File: src/rtl/disaggregator.sv
// Splits each wide word from an upstream FIFO into its narrow lanes and emits
// them one per cycle, with a run-time adjustable number of active lanes.
module disaggregator #(
  parameter int DATA_WIDTH  = 8,
  parameter int FETCH_WIDTH = 6
) (
  input  logic                              clk,
  input  logic                              rst_n,
  input  logic [FETCH_WIDTH*DATA_WIDTH-1:0] sender_data,
  input  logic                              sender_empty_n,
  output logic                              sender_deq,
  output logic [DATA_WIDTH-1:0]             receiver_data,
  input  logic                              receiver_full_n,
  output logic                              receiver_enq,
  input  logic                              change_fetch_width,
  input  logic [2:0]                        input_fetch_width
);

  localparam int HOLD_WIDTH = FETCH_WIDTH * DATA_WIDTH;
  localparam logic [2:0] FW3 = 3'(FETCH_WIDTH);

  typedef enum logic {IDLE, EMIT} state_t;

  state_t                state_q, state_d;
  logic [HOLD_WIDTH-1:0] hold_q, hold_d;
  logic [2:0]            idx_q, idx_d;
  logic [2:0]            width_q, width_d;
  logic [2:0]            pend_q, pend_d;
  logic                  pend_vld_q, pend_vld_d;

  logic                  last_emit;
  logic                  strobe_ok;
  logic [2:0]            next_width;

  // Handshakes are gated by rst_n so nothing moves while reset is held.
  always_comb begin
    receiver_enq = rst_n && (state_q == EMIT) && receiver_full_n;
    last_emit    = receiver_enq && (idx_q == width_q - 3'd1);
    sender_deq   = rst_n && ((state_q == IDLE) || last_emit) && sender_empty_n;
  end

  always_comb begin
    receiver_data = '0;
    for (int i = 0; i < FETCH_WIDTH; i++) begin
      if (idx_q == i[2:0]) receiver_data = hold_q[i*DATA_WIDTH +: DATA_WIDTH];
    end
  end

  always_comb begin
    // NOTE: every output of this block gets a default first, so no path can
    // leave a signal unassigned and infer a latch.
    state_d    = state_q;
    hold_d     = hold_q;
    idx_d      = idx_q;
    width_d    = width_q;

    strobe_ok  = change_fetch_width && (input_fetch_width != 3'd0) &&
                 (input_fetch_width <= FW3);
    pend_d     = strobe_ok ? input_fetch_width : pend_q;
    pend_vld_d = pend_vld_q || strobe_ok;
    next_width = pend_vld_d ? pend_d : width_q;

    // Width only switches on a word boundary, so a word never changes size mid-way.
    if ((state_q == IDLE) || sender_deq) begin
      width_d    = next_width;
      pend_vld_d = 1'b0;
    end

    if (sender_deq) begin
      hold_d  = sender_data;
      idx_d   = 3'd0;
      state_d = EMIT;
    end else if (last_emit) begin
      idx_d   = 3'd0;
      state_d = IDLE;
    end else if (receiver_enq) begin
      idx_d   = idx_q + 3'd1;
    end
  end

  always_ff @(posedge clk or negedge rst_n) begin
    if (!rst_n) begin
      state_q    <= IDLE;
      // NOTE: the hold register is reset too, so receiver_data reads zero in reset.
      hold_q     <= '0;
      idx_q      <= 3'd0;
      width_q    <= FW3;
      pend_q     <= 3'd0;
      pend_vld_q <= 1'b0;
    end else begin
      // NOTE: non-blocking assignments so every flop samples pre-edge values.
      state_q    <= state_d;
      hold_q     <= hold_d;
      idx_q      <= idx_d;
      width_q    <= width_d;
      pend_q     <= pend_d;
      pend_vld_q <= pend_vld_d;
    end
  end

endmodule

File: config.mk
export PLATFORM = sky130hd
export DESIGN_NAME = disaggregator
export DESIGN_NICKNAME = d
export VERILOG_FILES = /design/src/rtl/disaggregator.sv
export SDC_FILE = /design/constraint.sdc
export NUM_CORES = 1
export LEC_CHECK = 0
export BUFFER_PORTS_ARGS = -buffer_cell sky130_fd_sc_hd__buf_2
export CELL_PAD_IN_SITES_DETAIL_PLACEMENT = 1
export CELL_PAD_IN_SITES_GLOBAL_PLACEMENT = 2
export CORE_MARGIN = 5
export CORE_UTILIZATION = 36
export DETAILED_ROUTE_END_ITERATION = 8
export PLACE_DENSITY = 0.9
export SETUP_SLACK_MARGIN = 0.5
export SLEW_MARGIN = 20
export SYNTH_ARGS = -nofsm -noshare
export SYNTH_HDL_FRONTEND = slang
export SYNTH_SLANG_ARGS = --single-unit
export TNS_END_PERCENT = 100
File: constraint.sdc
create_clock -name clk -period 2.65 [get_ports clk]
set_input_delay 0.265 -clock clk [delete_from_list [all_inputs] [get_ports clk]]
set_output_delay 0.265 -clock clk [all_outputs]
set_load 0.02 [all_outputs]
==> results of run 1 <==
[layout make-up]
class	instances	area, um2	share of cell area (%)
Sequential cell	59	1480	35.3
Clock inverter	3	67.6	1.61
Multi-Input combinational cell	166	1670	39.8
Clock buffer	13	179	4.26
Inverter	10	37.5	0.894
Tap cell	105	131	3.13
Timing Repair Buffer	94	631	15.0
[worst max-delay path: stages, from the launching register on]
cell,delay [ps]
dfrtp_1,420
inv_2,100
ha_4,180
or2_4,300
a21oi_2,150
o221ai_1,130
a31oi_1,270
buf_4,190
[stage by stage]
| stage | instance area, um2 | hold slack [ps] |
|---|---|---|
| floorplan | 3080 | -30.6 |
| finish | 4200 | 128 |
| global route | 4200 | 131 |
| global placement | 3530 | 493 |
| detailed placement | 3530 | 490 |
| CTS | 4100 | 125 |
[cell families (layout without fill, tap and decap cells)]
logic type | Yosys count | in the layout | synth area share [%]
flops | 59 | 59 | 48.1
simple gates | 56 | 56 | 8.78
mux | 51 | 51 | 24.3
compound gates | 50 | 50 | 11.1
buf+inv | 22 | 120 | 4.03
fa+ha+maj | 6 | 6 | 2.44
xor+xnor | 3 | 3 | 1.30
[sequential cells by signal, summed over array words and instances, names as in the netlist]
signal,count
idx_q,3
pend_q,3
state_q,1
width_q,3
pend_vld_q,1
hold_q,48
[how the worst max path moves through the flow]
stage | startpoint | endpoint | slack, ps | cells past startpoint
after floorplan | idx_q[0]$_DFFE_PN0P_ | receiver_data[0] | 600 | 7
after global placement | width_q[1]$_DFFE_PN1P_ | sender_deq | 430 | 7
after detailed placement | width_q[1]$_DFFE_PN1P_ | sender_deq | 380 | 7
after CTS | idx_q[0]$_DFFE_PN0P_ | receiver_data[7] | 350 | 7
after global routing | idx_q[0]$_DFFE_PN0P_ | receiver_data[1] | 210 | 7
final | idx_q[0]$_DFFE_PN0P_ | receiver_data[1] | 310 | 7
[what timing repair did]
item,4_1_cts,5_1_grt
resized for setup,51,7
setup endpoints to repair,52,47
pin swaps,21,4
buffers inserted,16,7
[routing by layer]
metal,wire length [um],vias up
met5,0,-
met4,80,0
met3,406,11
met2,4500,45
met1,3620,1146
li1,-,1067
[where the power goes]
part           internal (mW)  total, mW  switching [mW]
sequential              1.33       1.64           0.308
combinational           1.48       2.66            1.18
clock                  0.632       1.00           0.371
total                   3.44       5.29            1.86
[cell usage in the layout (no fill, tap or decap), types with 2 or more instances in the layout]
master     count
a21o_1         8
dfrtp_2        2
buf_4         30
o22a_1         2
inv_1          6
a31oi_1        7
nor2_1        12
buf_6          4
o221ai_1       2
nand3_1        5
dfrtp_1       55
inv_2          4
a21oi_2        4
buf_2         56
buf_12         4
o22ai_1        3
ha_4           5
and2_1         2
nand2_1       23
clkbuf_8      13
a211oi_1       2
a21oi_1        6
a21oi_4        3
o221ai_2       5
nand3b_1       8
mux2_4        46
bufinv_16      2
dfstp_2        2
o21ai_0        2
a22oi_1        2
mux2_2         5
==> impl_results.md, run 1 <==
- Worst Path Max Fanout: 7
- Die W: a little over 100 um
- Tot Pwr: ~5.3 mW
- Total clock sinks: 59
- Port bufs: 65
- HP Class: primary input to asynchronous set/reset pin
- Number of I/O pins: 66
- Grt peak-use layer: met2
- GRT met2 Usage: about 30%
- Grt ovf: 0
- Top-count cell post-synth: dfrtp_1
- Row Count: 33
- WP data required: around 2400 ps
- Number of synthesized flops with an enable pin: 0
- Initial antenna violation count: 0
- Detailed-route via count: about 2300
- Dpl cells: about 410
- Avg Cell Area, Syn: between 10 and 15 um2
- DP HPWL: 5600 um
- Total CTS buffers: 9
- Fillers: 891
- PwrDens: 1260 nW/um2
- Core ar.: between 8000 and 9000 um2
- Sequential share of the synthesized area: between 40% and 50%
- Yosys reg bits: 59
- Synth unique cells: 32
- Drt wl/cell: ~19 um
- YS warnings: 0
- Top cell type's share of synthesized area: a little under half
- Worst rel slew slack: 49.4%
- Final non-filler cell total: 450
- DP Worst Slack: 376 ps
- GR Util met3: roughly 5.4%
- Final GP Congestion: 0.739
- Post-synthesis net count: a little over 300
- Syn Std Cell Area: approximately 3000 um2
- Detailed Route WL: ~8600 um
- Share of layout cells above drive strength 1: between 50% and 60%
- Largest area contributor in the netlist: dfrtp_1
- Pins Over Slew Limit: 0
- CTS tree: done
- Initial Utilization: between 30% and 40%
- Max-capacitance violation count: 0
- Final setup viols: 0
- Fmax: 427 MHz
- RSZ-0062 raised after global routing: yes
- Overall Global Routing Usage: approximately 17%
- Vert. Die Dim: 102 um
- Final Cycle Share: between 80% and 90%
- DRC viols: 0
- Type of origin of the critical path: register
- GR Util met1: 20.8%
- Synth cell count leaders: dfrtp_1 (57), mux2_4 (46), nand2_1 (24), a21oi_1 (13), nor2_1 (12)
- Crit path kind: register to output port
- Syn Inst Count: about 250
- Cells on worst reg2reg path: 8
- Worst Skew: between 10 and 15 ps
- Worst VDD drop: between 500 and 600 uV
- CTS Root Cell: clkbuf_8
- R2r endpoint: width_q[0]$_DFFE_PN0P_
- TNS Setup: 0 ps
- Die area: 10500 um2
- Most used DFF post-synth: dfrtp_1
- First-pass GRT wire length: roughly 14000 um
- Worst EP arrival: roughly 2100 ps
- Async SR Flop Fraction: 100%
- Hold Violations, Final: 0
- Reg2reg start: width_q[1]$_DFFE_PN1P_
- Max Buffers Root-to-Sink: 2
- H-tree depth: 3
- DR vias/cell: approximately 5.0
- Status: completed
- Vias in the first global route: 2632
- Final min period: 2340 ps
- Diode count: 0
- Hold-fix buffers, CTS: 0
- Critical path endpoint category: output port
- Clk pin slew, worst setup/hold paths: about 70 ps
- Final WS setup: between 300 and 400 ps
- Largest net degree at the start of global routing: 61
- Cells taking the most area after synthesis: dfrtp_1 (46%), mux2_4 (22%), nand2_1 (2.9%)
- Reg2reg setup slack: between 500 and 600 ps
- Post-Route Utilization: around half
- Antenna viol nets, final: 0
- Static Leak: about 2 nW
- Area grow syn2layout: 36.4%
- DRT iter0 DRCs: 35
- Least-Margin Pin Slew: between 700 and 800 ps
- Final net count: roughly 400
- Worst-skew pair later-pin latency: between 300 and 400 ps
- Drt pass-1 iters: 5
Power figures use the tool's default switching activity.
==> inputs of run 2 (changes only) <==
--- a/config.mk
+++ b/config.mk
@@ -8,7 +8,6 @@
 export BUFFER_PORTS_ARGS = -buffer_cell sky130_fd_sc_hd__buf_2
 export CELL_PAD_IN_SITES_DETAIL_PLACEMENT = 1
 export CELL_PAD_IN_SITES_GLOBAL_PLACEMENT = 2
-export CORE_MARGIN = 5
 export CORE_UTILIZATION = 36
 export DETAILED_ROUTE_END_ITERATION = 8
 export PLACE_DENSITY = 0.9
==> run 2 against run 1 <==
Compared with the run above:
- global-route usage up 4.9 points
- hold slack better by 14 ps
- utilization up 1.7 points
- combinational power up 6%
- register-to-register slack worse by 170 ps
- setup slack worse by 84 ps
- count of clock-buffer cells in the layout down 2
- sequential power about the same
- sequential cell count unchanged
- total power up 2.8%
- clock power down 6%
==> impl_results.md, run 2 (same netlist as run 1, synthesis figures left out) <==
- Final net count: roughly 400
- Number of I/O pins: between 60 and 70
- Clk pwr share: ~17%
- Critical path endpoint category: output port
- Drt pass-1 iters: 4
- DRC viols: 0
- Final setup viols: 0
- Logic pwr share: 52.0%
- Vert. Die Dim: roughly 94 um
- Max incr delay on CP: 420 ps
- Top reg by flops: hold_q
- Worst VDD drop: 469 uV
- Grt ovf: 0
- Final GP Congestion: roughly 0.77
- DRT iter0 DRCs: 90
- First-pass GRT wire length: about 14000 um
- Total CTS buffers: 9
- CTS Root Cell: clkbuf_8
- Largest net degree at the start of global routing: 55
- Status: completed
- Type of origin of the critical path: register
- Pint: between 3 and 4 mW
- WP data required: between 2000 and 2500 ps
- Vias in the first global route: approximately 2600
- Port bufs: 65
- Post-placement cell area: between 3000 and 4000 um2
- Commonest non-fill, non-tap cells in the layout: buf_2 (58), dfrtp_1 (54), mux2_4 (48)
- CP bufs+invs: 2
- DR vias/cell: between 5 and 6
- Finished layout cell area: about 4300 um2
- HP Class: primary input to register
- Initial antenna violation count: 0
- Area grow syn2layout: 41.0%
- H-tree depth: 3
- DP HPWL: between 5000 and 6000 um
- PwrDens: ~1300 nW/um2
- Static Leak: 2.01 nW
- Worst EP arrival: roughly 2200 ps
- TNS Setup: 0 ps
- Pins Over Slew Limit: 0
- Psw: about 2 mW
- Clk pin slew, worst setup/hold paths: 80 ps
- Flop pwr share: between 30% and 40%
- Crit path kind: register to output port
- Antenna viol nets, final: 0
- Commonest non-fill, non-tap cell in the layout: buf_2
- Detailed Route WL: around 9800 um
- Crit path max-delay family: compound AO/OA/AOI/OAI gates
- CP Cell Sequence: inv_2 -> ha_4 -> or2_4 -> a21oi_4 -> o221ai_2 -> a31oi_1 -> buf_4
- RSZ-0062 raised after global routing: yes
- Final min period: around 2400 ps
- Die area: a little under 9000 um2
- Initial Utilization: between 30% and 40%
- Diode count: 0
- Max-capacitance violation count: 0
- CP max-delay cell: dfrtp_2
- Core ar.: approximately 8300 um2
- Die W: 94.4 um
- Final Cycle Share: slightly above 90%
- Sw frac: between 30% and 40%
- Least-Margin Pin Slew: between 700 and 800 ps
- Row Count: 33
- Fmax: a little over 400 MHz
- Drt wl/cell: roughly 22 um
- CTS tree: done
- Overall Global Routing Usage: 22.2%
- Detailed-route via count: ~2400
- Worst Skew: around 13 ps
- Worst rel slew slack: between 50% and 60%
- Worst Path Max Fanout: 7
- Max Buffers Root-to-Sink: 2
- Hold Violations, Final: 0
- Max FFs per register: 48
- Worst-skew pair later-pin latency: 350 ps
- Share of layout cells above drive strength 1: between 50% and 60%
- Total clock sinks: 59
-- run 2: metrics by stage --
stage               std cells  power, mW  worst slack, ps  utilization (%)  hold slack [ps]
CTS                       437       5.11              328             49.7              141
global route              447       5.71              188             52.5              134
finish                    447       5.44              222             52.5              142
global placement          409       3.53              360             42.4              123
floorplan                 247       3.06              599                -            -30.6
detailed placement        409       3.61              254             42.4              123
-- run 2: final cells by class --
cell class | count | area (um2)
clock buffer | 11 | 141
clock inverter | 5 | 77.6
fill | 861 | 3920
inverter | 10 | 43.8
multi-input combinational | 166 | 1730
sequential | 59 | 1480
tap | 105 | 131
timing repair buffer | 91 | 731
-- run 2: worst register-to-register path: cells and delay by family, from the launching register on --
| kind | cells | cell delay [ps] |
|---|---|---|
| buffers and inverters | 4 | 480 |
| XOR/XNOR | 1 | 210 |
| multiplexers | 1 | 310 |
| adder cells (fa/ha/maj) | 1 | 230 |
| flip-flops | 1 | 540 |
| AO/OA/AOI/OAI | 1 | 180 |
| AND/OR/NAND/NOR | 1 | 200 |
-- run 2: layer usage --
metal	wire length [um]	GRT usage [%]
met4	265	6.15
met3	364	5.96
met1	4170	27.3
met2	4970	38.0
met5	0	0
-- run 2: path summary, 6_finish.rpt --
check	end	depth (start not counted)	slack [ps]	startpoint
setup / recovery	receiver_data[3]	7	220	idx_q[0]$_DFFE_PN0P_
hold / removal	hold_q[39]$_DFFE_PN0P_	2	140	sender_data[39]
setup reg to reg	hold_q[17]$_DFFE_PN0P_	9	380	width_q[1]$_DFFE_PN1P_
hold reg to reg	hold_q[30]$_DFFE_PN0P_	1	520	hold_q[30]$_DFFE_PN0P_
max in group asynchronous	idx_q[1]$_DFFE_PN0P_	3	1310	rst_n
min in group asynchronous	state_q$_DFFE_PN0P_	2	340	rst_n
-- run 2: what timing repair did --
| action | in CTS | in global routing |
|---|---|---|
| hold buffers | 1 | 0 |
| pin swaps | 19 | 14 |
| setup endpoints to repair | 47 | 57 |
| endpoints found under the hold margin | 5 | 0 |
| cloned | 1 | 4 |
| gates resized for setup | 59 | 19 |
| buffers inserted | 10 | 6 |
-- run 2: power groups by stage --
stage | logic, mW | clock network, mW | registers, mW
finish | 2.83 | 0.940 | 1.67
floorplan | 1.55 | 0 | 1.51
CTS | 2.52 | 0.936 | 1.65
global route | 3.00 | 0.992 | 1.72
detailed placement | 1.98 | 0 | 1.63
global placement | 1.91 | 0 | 1.62
